--- src/rtl/irq_grant_controller.sv ---
// Interrupt grant controller: captures interrupt rising edges into a pending
// vector, hands the masked pending set to an external round-robin arbiter,
// and offers one grant at a time to the service side until it completes.
module irq_grant_controller #(
    parameter  int BUS_WIDTH = 32,
    localparam int IW        = $clog2(BUS_WIDTH)
) (
    input  logic                 clk,
    input  logic                 rst,
    input  logic [BUS_WIDTH-1:0] irq_in,
    input  logic [BUS_WIDTH-1:0] irq_mask,
    output logic [BUS_WIDTH-1:0] pending_bus,
    input  logic [IW-1:0]        bus_priority,
    output logic                 arbitration_ack,
    output logic                 grant_valid,
    output logic [IW-1:0]        grant_id,
    input  logic                 grant_ready,
    input  logic                 done_valid,
    input  logic [IW-1:0]        done_id,
    output logic                 busy,
    output logic                 err_done
);

    typedef enum logic [2:0] {
        IDLE,
        ACK,
        CAPTURE,
        GRANT,
        WAIT_DONE
    } state_t;

    state_t               state;
    state_t               state_nxt;
    logic [BUS_WIDTH-1:0] irq_prev;
    logic [BUS_WIDTH-1:0] pending;
    logic [BUS_WIDTH-1:0] pending_nxt;
    logic [BUS_WIDTH-1:0] rise;
    logic [BUS_WIDTH-1:0] clear_vec;
    logic                 sel_pending;
    logic                 done_accept;
    logic                 grant_load;

    assign rise        = irq_in & ~irq_prev;
    assign done_accept = (state == WAIT_DONE) && done_valid && (done_id == grant_id);
    // A fresh edge on the line being completed must not be lost, so set wins.
    assign pending_nxt = (pending & ~clear_vec) | rise;
    assign busy        = (state != IDLE);

    // Decode the arbiter winner and the completed line; indices that do not
    // map to a real line select nothing, which reads as "no request".
    always_comb begin
        sel_pending = 1'b0;
        clear_vec   = '0;
        for (int i = 0; i < BUS_WIDTH; i++) begin
            if (bus_priority == IW'(i)) begin
                sel_pending = pending_bus[i];
            end
            if (grant_id == IW'(i)) begin
                clear_vec[i] = done_accept;
            end
        end
    end

    // Grant FSM next-state and Moore outputs.
    always_comb begin
        state_nxt       = state;
        arbitration_ack = 1'b0;
        grant_valid     = 1'b0;
        grant_load      = 1'b0;
        case (state)
            IDLE: begin
                if (|pending_bus) begin
                    state_nxt = ACK;
                end
            end
            ACK: begin
                arbitration_ack = 1'b1;
                state_nxt       = CAPTURE;
            end
            CAPTURE: begin
                // The winner may have been masked or cleared since the ack.
                if (sel_pending) begin
                    grant_load = 1'b1;
                    state_nxt  = GRANT;
                end else begin
                    state_nxt = IDLE;
                end
            end
            GRANT: begin
                grant_valid = 1'b1;
                if (grant_ready) begin
                    state_nxt = WAIT_DONE;
                end
            end
            WAIT_DONE: begin
                if (done_accept) begin
                    state_nxt = IDLE;
                end
            end
            default: begin
                state_nxt = IDLE;
            end
        endcase
    end

    // FSM state register.
    always_ff @(posedge clk) begin
        if (rst) begin
            state <= IDLE;
        end else begin
            state <= state_nxt;
        end
    end

    // Edge capture, pending set, arbiter bus, granted index and error strobe.
    always_ff @(posedge clk) begin
        if (rst) begin
            irq_prev    <= '0;
            pending     <= '0;
            pending_bus <= '0;
            grant_id    <= '0;
            err_done    <= 1'b0;
        end else begin
            irq_prev    <= irq_in;
            pending     <= pending_nxt;
            // Built from the next pending value so the arbiter sees new
            // requests and completions without an extra cycle of lag.
            pending_bus <= pending_nxt & irq_mask;
            if (grant_load) begin
                grant_id <= bus_priority;
            end
            err_done    <= done_valid && !done_accept;
        end
    end

endmodule

--- config.mk ---
export PLATFORM = sky130hd
export DESIGN_NAME = irq_grant_controller
export DESIGN_NICKNAME = d
export VERILOG_FILES = /design/src/rtl/irq_grant_controller.sv
export SDC_FILE = /design/constraint.sdc
export NUM_CORES = 1
export LEC_CHECK = 0
export BUFFER_PORTS_ARGS = -buffer_cell sky130_fd_sc_hd__buf_2
export CAP_MARGIN = 25
export CORE_MARGIN = 3
export CORE_UTILIZATION = 45
export CTS_CLUSTER_SIZE = 40
export DETAILED_ROUTE_END_ITERATION = 16
export PLACE_DENSITY = 0.71
export SLEW_MARGIN = 20
export SYNTH_ARGS = -nofsm -noshare
export SYNTH_HDL_FRONTEND = slang
export SYNTH_SLANG_ARGS = --single-unit
--- constraint.sdc ---
create_clock -name clk -period 2.57 [get_ports clk]
set_clock_uncertainty 0.15 [all_clocks]
set_input_delay 0.257 -clock clk [delete_from_list [all_inputs] [get_ports clk]]
set_output_delay 0.257 -clock clk [all_outputs]
set_load 0.01 [all_outputs]
==> impl_metrics.csv, run 1 <==
group,metric,value,unit
timing,rsz0062_at_grt,"false",
power_and_ir_drop,p_per_area,573,nW/um^2
clock_tree,clock_path_buffers,2,
worst_hold_path,min_to,"grant_id[4]$_SDFFE_PP0N_",
die,dieWidth,100,um
drt,drc_errors,0,
drt,viasPerCell,5.15,
power_and_ir_drop,ir_drop,0.275,mV
placed_design,dpl_worst_slack,230,ps
timing,finalSetupViolCount,0,
synthesis,synth_area,3990,um^2
timing,min_period,2230,ps
worst_setup_path,critical_path_peak_fanout,11,
grt,grtUsageMet1,0.287,
synthesis,synth_flop_cell,"dfxtp_1",
synthesis,synth_edf_count,0,
worst_setup_path,regToRegEndpoint,"pending_bus[15]$_SDFF_PP0_",
drt,first_pass_iters,4,
timing,slew_viol_final,0,
drt,dr.first_iter.drc_count,165,
drt,wire_per_inst,15.2,um
die,start_util,0.474,
grt,grt_antenna_before_repair,0,
cells_and_area,final_layout_size_suffix_gt1_frac,0.238,
clock_tree,insertion_delay,360,ps
synthesis,synth-seq-area-share,0.526,
placed_design,dp.cells,623,
synthesis,yosysTopAreaCell,"dfxtp_1",
grt,grt-ovfl-total,0,
synthesis,synth_warnings,0,
cells_and_area,ff_latch_area,2100,um^2
timing,final-hold-violation-count,0,
cells_and_area,final_area,5500,um^2
flow_run,cap_violations,0,
grt,use_met3,0.0466,
synthesis,yosysMostFrequentCell,"dfxtp_1",
cells_and_area,stdcell_count,705,
clock_tree,tritoncts,"done",
synthesis,synth-seq-cells,105,
synthesis,syn_area_per_cell,9.64,um^2
worst_setup_path,endpoint_kind,"flip-flop",
worst_hold_path,hp-start,"bus_priority[4]",
worst_setup_path,path_cells,"xor2_1 -> nor2_1 -> nand4_1 -> o21ai_0 -> a21oi_1 -> and2_1",
drt,postRouteAntennaNets,0,
synthesis,synthArstFlopShare,0,
drt,vias,3629,
power_and_ir_drop,power.leakage,2.40,nW
placed_design,dpl.hpwl,7440,um
worst_setup_path,crit_family,"simple AND/OR/NAND/NOR gates",
worst_setup_path,slowest_stage,"dfxtp_1",
synthesis,synthTopCellsByCount,"105 x dfxtp_1, 40 x a21oi_1, 36 x o21ai_0",
cells_and_area,n_fill_cell,724,
worst_setup_path,cp_num_buf_inv,0,
synthesis,synth_top_area_frac,0.526,
die,core,8420,um^2
worst_setup_path,arrival,2340,ps
worst_setup_path,crit_type,"flip-flop to flip-flop",
grt,busiest_layer,"met2",
placed_design,place.gp.congestion,0.867,
timing,maxSlewHeadroom,0.622,
timing,layout_setup_ws,336,ps
synthesis,syn_nets,492,
placed_design,io_buffers,118,
worst_setup_path,reg2reg_from,"grant_id[2]$_SDFFE_PP0N_",
cells_and_area,multi_input_comb_area,1790,um^2
placed_design,placed_area,4670,um^2
worst_setup_path,worst_setup_path_start_kind,"flip-flop",
timing,fin_setup_tns,0,ps
grt,grt_use_met2,0.355,
clock_tree,cts_resized,0,
die,io_pins,119,
cells_and_area,nets,673,
worst_hold_path,holdPathStages,3,
timing,worst_pin_slew,564,ps
grt,track_usage,0.217,
die,die-height,100,um
worst_setup_path,slowest_delay,550,ps
clock_tree,clock_sinks,105,
clock_tree,numCtsBuffers,9,
worst_setup_path,reg2reg_slack,340,ps
worst_setup_path,ff2ff_path_depth,6,
timing,fin_crit_sh,0.869,
timing,fmax,448,MHz
cells_and_area,antenna_cells,0,
synthesis,synthDistinctLibCells,44,
die,row_count,33,
worst_hold_path,hold_class,"primary input to flip-flop",
clock_tree,cts_root_buf,"clkbuf_8",
clock_tree,clk_pin_slew,90,ps
worst_setup_path,crit_required,2680,ps
timing,timing.hold.ws,34.0,ps
status,outcome,"finished clean",
cells_and_area,syn2layout_area_growth,37.8,%
clock_tree,htreeDepth,3,
die,dieArea,10000,um^2
grt,grt_pass1_wl,17000,um
drt,routed_wl,10700,um
grt,grt_start_max_net_pins,33,
synthesis,syn_inst,414,
grt,grt_pass1_vias,3478,
synthesis,synthTopCellsByArea,"dfxtp_1 53%, nand2b_1 5.5%, nor2b_1 5.3%, a21oi_1 5.0%, and2_1 5.0%",
## flip-flops by register name, summed over array words and instances, names as in the netlist
register     cells
state            3
irq_prev        32
grant_id         5
err_done         1
pending_bus     32
pending         32
## power by group
part	switching (mW)	total, mW	internal [mW]	leakage (nW)
clock network	0.535	0.917	0.382	0.0907
registers	0.0557	1.78	1.73	0.871
logic	0.204	0.455	0.250	1.44
## stage by stage
stage	total power [mW]	utilization
after floorplan	2.03	-
after global placement	2.18	0.554
after detailed placement	2.19	0.554
after CTS	3.17	0.653
after global routing	3.29	0.653
final	3.15	0.653
## tightest hold or removal path, stage by stage
cell and delay, ps:
buf_2 130, nand2_1 60, mux2i_1 50
## cells by family after synthesis
kind of cell | after synthesis | synth area share
AOI/OAI and AO/OA | 96 | 0.134
xor gates and xnor gates | 5 | 0.0110
buffers and inverters | 22 | 0.0263
DFF | 105 | 0.526
muxes | 14 | 0.0420
and+or+nand+nor | 172 | 0.261
## layout make-up
cell class / instances / area share
Sequential cell: 105 / 0.382
Multi-Input combinational cell: 287 / 0.325
Timing Repair Buffer: 188 / 0.235
Clock buffer: 12 / 0.0264
Tap cell: 105 / 0.0239
Clock inverter: 4 / 0.00500
Inverter: 4 / 0.00273
## layer usage
layer  up-vias  part of all wire
li1       1791                 -
met1      1701              0.44
met2       120              0.48
met3        17             0.065
met4         0             0.016
met5         -                 0
## cells in the final DEF (no fill, tap or decap), types with 6 or more instances in the layout
| master | instances |
|---|---|
| buf_2 | 118 |
| dfxtp_1 | 105 |
| dlygate4sd3_1 | 66 |
| a21oi_1 | 40 |
| o21ai_0 | 36 |
| nand2b_1 | 35 |
| nor2b_1 | 34 |
| and2_1 | 32 |
| nand2_1 | 18 |
| nor2_1 | 10 |
| mux2i_1 | 10 |
| clkbuf_8 | 10 |
| nor4_1 | 9 |
| nand4_1 | 6 |
## how the worst max path moves through the flow
stage	end	depth (start not counted)	startpoint
6_report	pending_bus[15]$_SDFF_PP0_	6	grant_id[2]$_SDFFE_PP0N_
5_1_grt	pending_bus[20]$_SDFF_PP0_	6	grant_id[2]$_SDFFE_PP0N_
4_1_cts	pending_bus[20]$_SDFF_PP0_	6	grant_id[2]$_SDFFE_PP0N_
3_5_place_dp	grant_id[2]$_SDFFE_PP0N_	8	bus_priority[1]
3_3_place_gp	grant_id[0]$_SDFFE_PP0N_	8	bus_priority[1]
2_1_floorplan	grant_id[1]$_SDFFE_PP0N_	8	bus_priority[1]
## what timing repair did
item | 4_1_cts | 5_1_grt
setup buffers | 0 | 0
hold buffers | 66 | 0
endpoints found under the hold margin | 68 | 0
(Power assumes the default switching activity.)
==> run 2, diff against run 1 <==
Clock period 2.57 ns to 2.51 ns, I/O delays scaled along.
==> impl_metrics.csv, run 2 (synthesis results as in run 1) <==
group,metric,value,unit
die,dieWidth,100,um
power_and_ir_drop,power.leakage,2.42,nW
die,core,8420,um^2
timing,fin_crit_sh,0.852,
drt,postRouteAntennaNets,0,
cells_and_area,antenna_cells,0,
worst_setup_path,critical_path_peak_fanout,11,
power_and_ir_drop,p_per_area,624,nW/um^2
worst_setup_path,reg2reg_from,"grant_id[2]$_SDFFE_PP0N_",
cells_and_area,final_layout_size_suffix_gt1_frac,0.240,
power_and_ir_drop,p_int,2.64,mW
clock_tree,htreeDepth,3,
drt,routed_wl,11000,um
drt,highest_layer,"met4",
timing,final-hold-violation-count,0,
die,row_count,33,
worst_setup_path,slowest_delay,510,ps
worst_hold_path,min_to,"grant_id[3]$_SDFFE_PP0N_",
clock_tree,cts_root_buf,"clkbuf_8",
cells_and_area,final_common_cell,"buf_2",
clock_tree,clk_pin_slew,90,ps
drt,vias,3637,
drt,wire_per_inst,15.5,um
timing,fmax,468,MHz
grt,track_usage,0.224,
flow_run,cap_violations,0,
drt,wl_met2,5200,um
drt,wl_met1,4900,um
timing,fin_setup_tns,0,ps
timing,rsz0062_at_grt,"false",
timing,min_period,2140,ps
clock_tree,numCtsBuffers,9,
worst_setup_path,regToRegEndpoint,"pending_bus[16]$_SDFF_PP0_",
worst_setup_path,crit_type,"flip-flop to flip-flop",
clock_tree,cts_resized,0,
grt,grt-ovfl-total,0,
cells_and_area,syn2layout_area_growth,39.2,%
clock_tree,clock_path_buffers,2,
grt,grt_pass1_wl,17500,um
timing,finalSetupViolCount,0,
cells_and_area,multi_input_comb_area,1790,um^2
placed_design,io_buffers,118,
die,start_util,0.474,
cells_and_area,nets,673,
cells_and_area,ff_latch_area,2100,um^2
worst_setup_path,arrival,2250,ps
clock_tree,clock_sinks,105,
grt,grt_pass1_vias,3534,
power_and_ir_drop,ir_drop,0.347,mV
worst_setup_path,reg2reg_slack,370,ps
grt,grt_antenna_before_repair,0,
worst_setup_path,path_cells,"xor2_1 -> nor2_1 -> nand4b_1 -> o21ai_0 -> a21oi_1 -> and2_1",
worst_hold_path,hp-start,"bus_priority[3]",
die,io_pins,119,
drt,first_pass_iters,4,
timing,worst_pin_slew,517,ps
worst_setup_path,worst_setup_path_start_kind,"flip-flop",
clock_tree,tritoncts,"done",
drt,drc_errors,0,
worst_setup_path,slowest_stage,"dfxtp_1",
die,die-height,100,um
die,dieArea,10000,um^2
power_and_ir_drop,clkPwrFrac,0.339,
timing,timing.hold.ws,43.9,ps
worst_setup_path,endpoint_kind,"flip-flop",
drt,wl_met3,669,um
grt,grt_start_max_net_pins,35,
worst_setup_path,ff2ff_path_depth,6,
placed_design,placed_area,4670,um^2
drt,dr.first_iter.drc_count,207,
worst_hold_path,hold_class,"primary input to flip-flop",
cells_and_area,reg_top3,"irq_prev: 32 flops, pending: 32 flops, pending_bus: 32 flops",
power_and_ir_drop,switching_share,0.238,
power_and_ir_drop,p_seq_frac,0.526,
power_and_ir_drop,p_switching,826,uW
drt,viasPerCell,5.16,
timing,maxSlewHeadroom,0.654,
placed_design,dpl.hpwl,7570,um
cells_and_area,final_area,5560,um^2
cells_and_area,layout_common_cells,"118 x buf_2, 105 x dfxtp_1, 66 x dlygate4sd3_1, 40 x a21oi_1, 36 x o21ai_0",
placed_design,place.gp.congestion,0.874,
cells_and_area,n_fill_cell,713,
cells_and_area,fin_util,0.660,
worst_hold_path,holdPathStages,3,
worst_setup_path,crit_required,2630,ps
power_and_ir_drop,p_total,3.47,mW
clock_tree,insertion_delay,370,ps
status,outcome,"finished clean",
power_and_ir_drop,p_comb_frac,0.135,
timing,slew_viol_final,0,
## run 2: cell count changes in the layout (fill, tap and decap cells not counted), sizes merged
cell	previous run	this run
clkinvlp	0	2
inv	5	4
clkinv	3	0
bufinv	0	2
## run 2: layer usage
metal	global-route usage	vias up
met3	0.0563	16
met4	0.0756	0
met5	0	-
met2	0.368	108
met1	0.288	1708
li1	-	1805
## run 2: area by class of cell
| type | instances | share of cell area |
|---|---|---|
| Sequential cell | 105 | 0.378 |
| Multi-Input combinational cell | 287 | 0.321 |
| Timing Repair Buffer | 188 | 0.233 |
| Clock buffer | 12 | 0.0279 |
| Tap cell | 105 | 0.0236 |
| Clock inverter | 4 | 0.0135 |
| Inverter | 4 | 0.00270 |
## run 2: repair_timing
action / 4_1_cts / 5_1_grt
setup buffers: 0 / 0
hold buffers: 66 / 0
endpoints found under the hold margin: 79 / 0
## run 2: worst max path at each step
stage	startpoint	endpoint	slack, ps	depth (start not counted)
6_report	grant_id[2]$_SDFFE_PP0N_	pending_bus[16]$_SDFF_PP0_	370	6
5_1_grt	grant_id[2]$_SDFFE_PP0N_	pending_bus[9]$_SDFF_PP0_	140	6
4_1_cts	grant_id[2]$_SDFFE_PP0N_	pending_bus[16]$_SDFF_PP0_	360	6
3_5_place_dp	bus_priority[1]	grant_id[4]$_SDFFE_PP0N_	220	8
3_3_place_gp	bus_priority[1]	grant_id[2]$_SDFFE_PP0N_	260	8
2_1_floorplan	bus_priority[1]	grant_id[1]$_SDFFE_PP0N_	590	8
## run 2: through the flow
step	std cells	setup slack [ps]
floorplan	414	587
global placement	623	264
detailed placement	623	215
CTS	705	357
global route	705	138
finish	705	372
## run 2: power groups by stage
stage	Combinational (mW)	Clock (mW)	Sequential, mW
6_report	0.468	1.18	1.82
5_1_grt	0.520	1.25	1.84
4_1_cts	0.466	1.19	1.82
3_5_place_dp	0.386	0	1.86
3_3_place_gp	0.377	0	1.86
2_1_floorplan	0.223	0	1.86
## run 2: critical path: cells and delay by family (launching register included)
family	cells	cell delay (ps)
DFF	1	510
AOI/OAI and AO/OA	2	370
xor gates and xnor gates	1	110
and+or+nand+nor	3	900
==> run 3, diff against run 2 <==
Settings changed: CTS_BUF_LIST from default to sky130_fd_sc_hd__clkbuf_2.
==> impl_metrics.csv, run 3 (synthesis results as in run 1) <==
group,metric,value,unit
status,outcome,"finished clean",
cells_and_area,layout_common_cells,"118 x buf_2, 105 x dfxtp_1, 84 x dlygate4sd3_1, 40 x a21oi_1, 36 x o21ai_0",
timing,min_period,2300,ps
worst_setup_path,worst_setup_path_start_kind,"primary input",
die,dieArea,10000,um^2
worst_setup_path,regToRegEndpoint,"pending_bus[16]$_SDFF_PP0_",
worst_setup_path,reg2reg_from,"grant_id[2]$_SDFFE_PP0N_",
placed_design,io_buffers,118,
clock_tree,clk_pin_slew,250,ps
drt,first_pass_iters,4,
clock_tree,tritoncts,"done",
drt,wire_per_inst,15.6,um
grt,grt-ovfl-total,0,
grt,grt_start_max_net_pins,35,
clock_tree,insertion_delay,550,ps
timing,finalSetupViolCount,0,
die,start_util,0.474,
die,die-height,100,um
timing,maxSlewHeadroom,0.646,
die,dieWidth,100,um
cells_and_area,reg_top3,"irq_prev: 32 flops, pending: 32 flops, pending_bus: 32 flops",
grt,grt_pass1_vias,3699,
grt,grt_antenna_before_repair,0,
timing,fin_setup_tns,0,ps
drt,postRouteAntennaNets,0,
drt,drc_errors,0,
placed_design,place.gp.congestion,0.874,
worst_setup_path,crit_required,2850,ps
worst_setup_path,arrival,2640,ps
drt,vias,3723,
grt,track_usage,0.230,
drt,routed_wl,11300,um
cells_and_area,final_layout_size_suffix_gt1_frac,0.231,
cells_and_area,antenna_cells,0,
clock_tree,htreeDepth,3,
power_and_ir_drop,p_per_area,563,nW/um^2
timing,rsz0062_at_grt,"false",
clock_tree,numCtsBuffers,9,
timing,fin_crit_sh,0.915,
power_and_ir_drop,p_total,3.17,mW
worst_setup_path,reg2reg_slack,310,ps
clock_tree,clock_path_buffers,2,
placed_design,dpl.hpwl,7570,um
grt,grt_pass1_wl,18000,um
timing,fmax,435,MHz
cells_and_area,final_common_cell,"buf_2",
cells_and_area,nets,691,
timing,worst_pin_slew,529,ps
worst_setup_path,critPathLaunch,"bus_priority[2]",
worst_setup_path,path_cells,"dlygate4sd3_1 -> buf_2 -> mux4_2 -> o22ai_1 -> a311o_2 -> a31oi_1 -> o31a_1 -> mux2i_1",
power_and_ir_drop,power.leakage,2.48,nW
clock_tree,cts_root_buf,"clkbuf_2",
worst_setup_path,crit_type,"primary input to flip-flop",
worst_setup_path,crit_end,"grant_id[1]$_SDFFE_PP0N_",
cells_and_area,syn2layout_area_growth,41.3,%
timing,final-hold-violation-count,0,
clock_tree,cts_resized,0,
worst_setup_path,critical_path_peak_fanout,24,
drt,viasPerCell,5.15,
drt,dr.first_iter.drc_count,249,
timing,slew_viol_final,0,
die,core,8420,um^2
worst_hold_path,hold_class,"primary input to flip-flop",
worst_setup_path,slowest_delay,530,ps
power_and_ir_drop,ir_drop,0.329,mV
clock_tree,clock_sinks,105,
worst_setup_path,ff2ff_path_depth,6,
worst_setup_path,endpoint_kind,"flip-flop",
flow_run,cap_violations,0,
die,row_count,33,
worst_setup_path,slowest_stage,"dlygate4sd3_1",
die,io_pins,119,
run 3: layout make-up:
type,count,area (um^2)
Inverter,4,15.0
Multi-Input combinational cell,287,1790
Timing Repair Buffer,206,1470
Fill cell,717,2780
Clock buffer,10,50.0
Tap cell,105,131
Sequential cell,105,2100
Clock inverter,6,82.6
run 3: worst max-delay path, delay by kind of cell:
kind	cells	cell delay (ps)
AOI/OAI and AO/OA	4	1010
buffers and inverters	2	880
muxes	2	500
run 3: routing by layer:
| metal | wire [um] | track usage | vias to the layer above |
|---|---|---|---|
| met1 | 4880 | 0.294 | 1754 |
| met4 | 200 | 0.0777 | 0 |
| li1 | - | - | 1836 |
| met5 | 0 | 0 | - |
| met2 | 5520 | 0.387 | 115 |
| met3 | 700 | 0.0473 | 18 |
run 3: how the worst min path moves through the flow:
stage                       from                          to  slack, ps  cells past startpoint
global route          done_id[4]         err_done$_SDFF_PP0_         70                      4
global placement    irq_mask[19]  pending_bus[19]$_SDFF_PP0_        300                      2
floorplan            irq_mask[0]   pending_bus[0]$_SDFF_PP0_        220                      1
CTS                   done_id[4]         err_done$_SDFF_PP0_         60                      4
finish                done_id[4]         err_done$_SDFF_PP0_        100                      4
detailed placement   irq_mask[3]   pending_bus[3]$_SDFF_PP0_        300                      2
run 3: timing repair:
item	in CTS	in global routing
hold buffers	84	0
setup endpoints to repair	0	0
buffers inserted	0	0
endpoints found under the hold margin	105	0
run 3: per-stage QoR:
step / instances / utilization / hold WS [ps] / cell area [um^2] / worst slack, ps
after global placement: 623 / 0.554 / 302 / 4670 / 264
final: 723 / 0.670 / 96.3 / 5640 / 213
after CTS: 723 / 0.670 / 59.2 / 5640 / 295
after floorplan: 414 / - / 223 / 3990 / 587
after detailed placement: 623 / 0.554 / 305 / 4670 / 215
after global routing: 723 / 0.670 / 65.6 / 5640 / 120
run 3: power by group:
part,total [mW],leakage [nW],switching [mW],internal [mW]
logic,0.494,1.53,0.219,0.275
registers,1.83,0.871,0.0566,1.77
clock network,0.848,0.0732,0.522,0.326
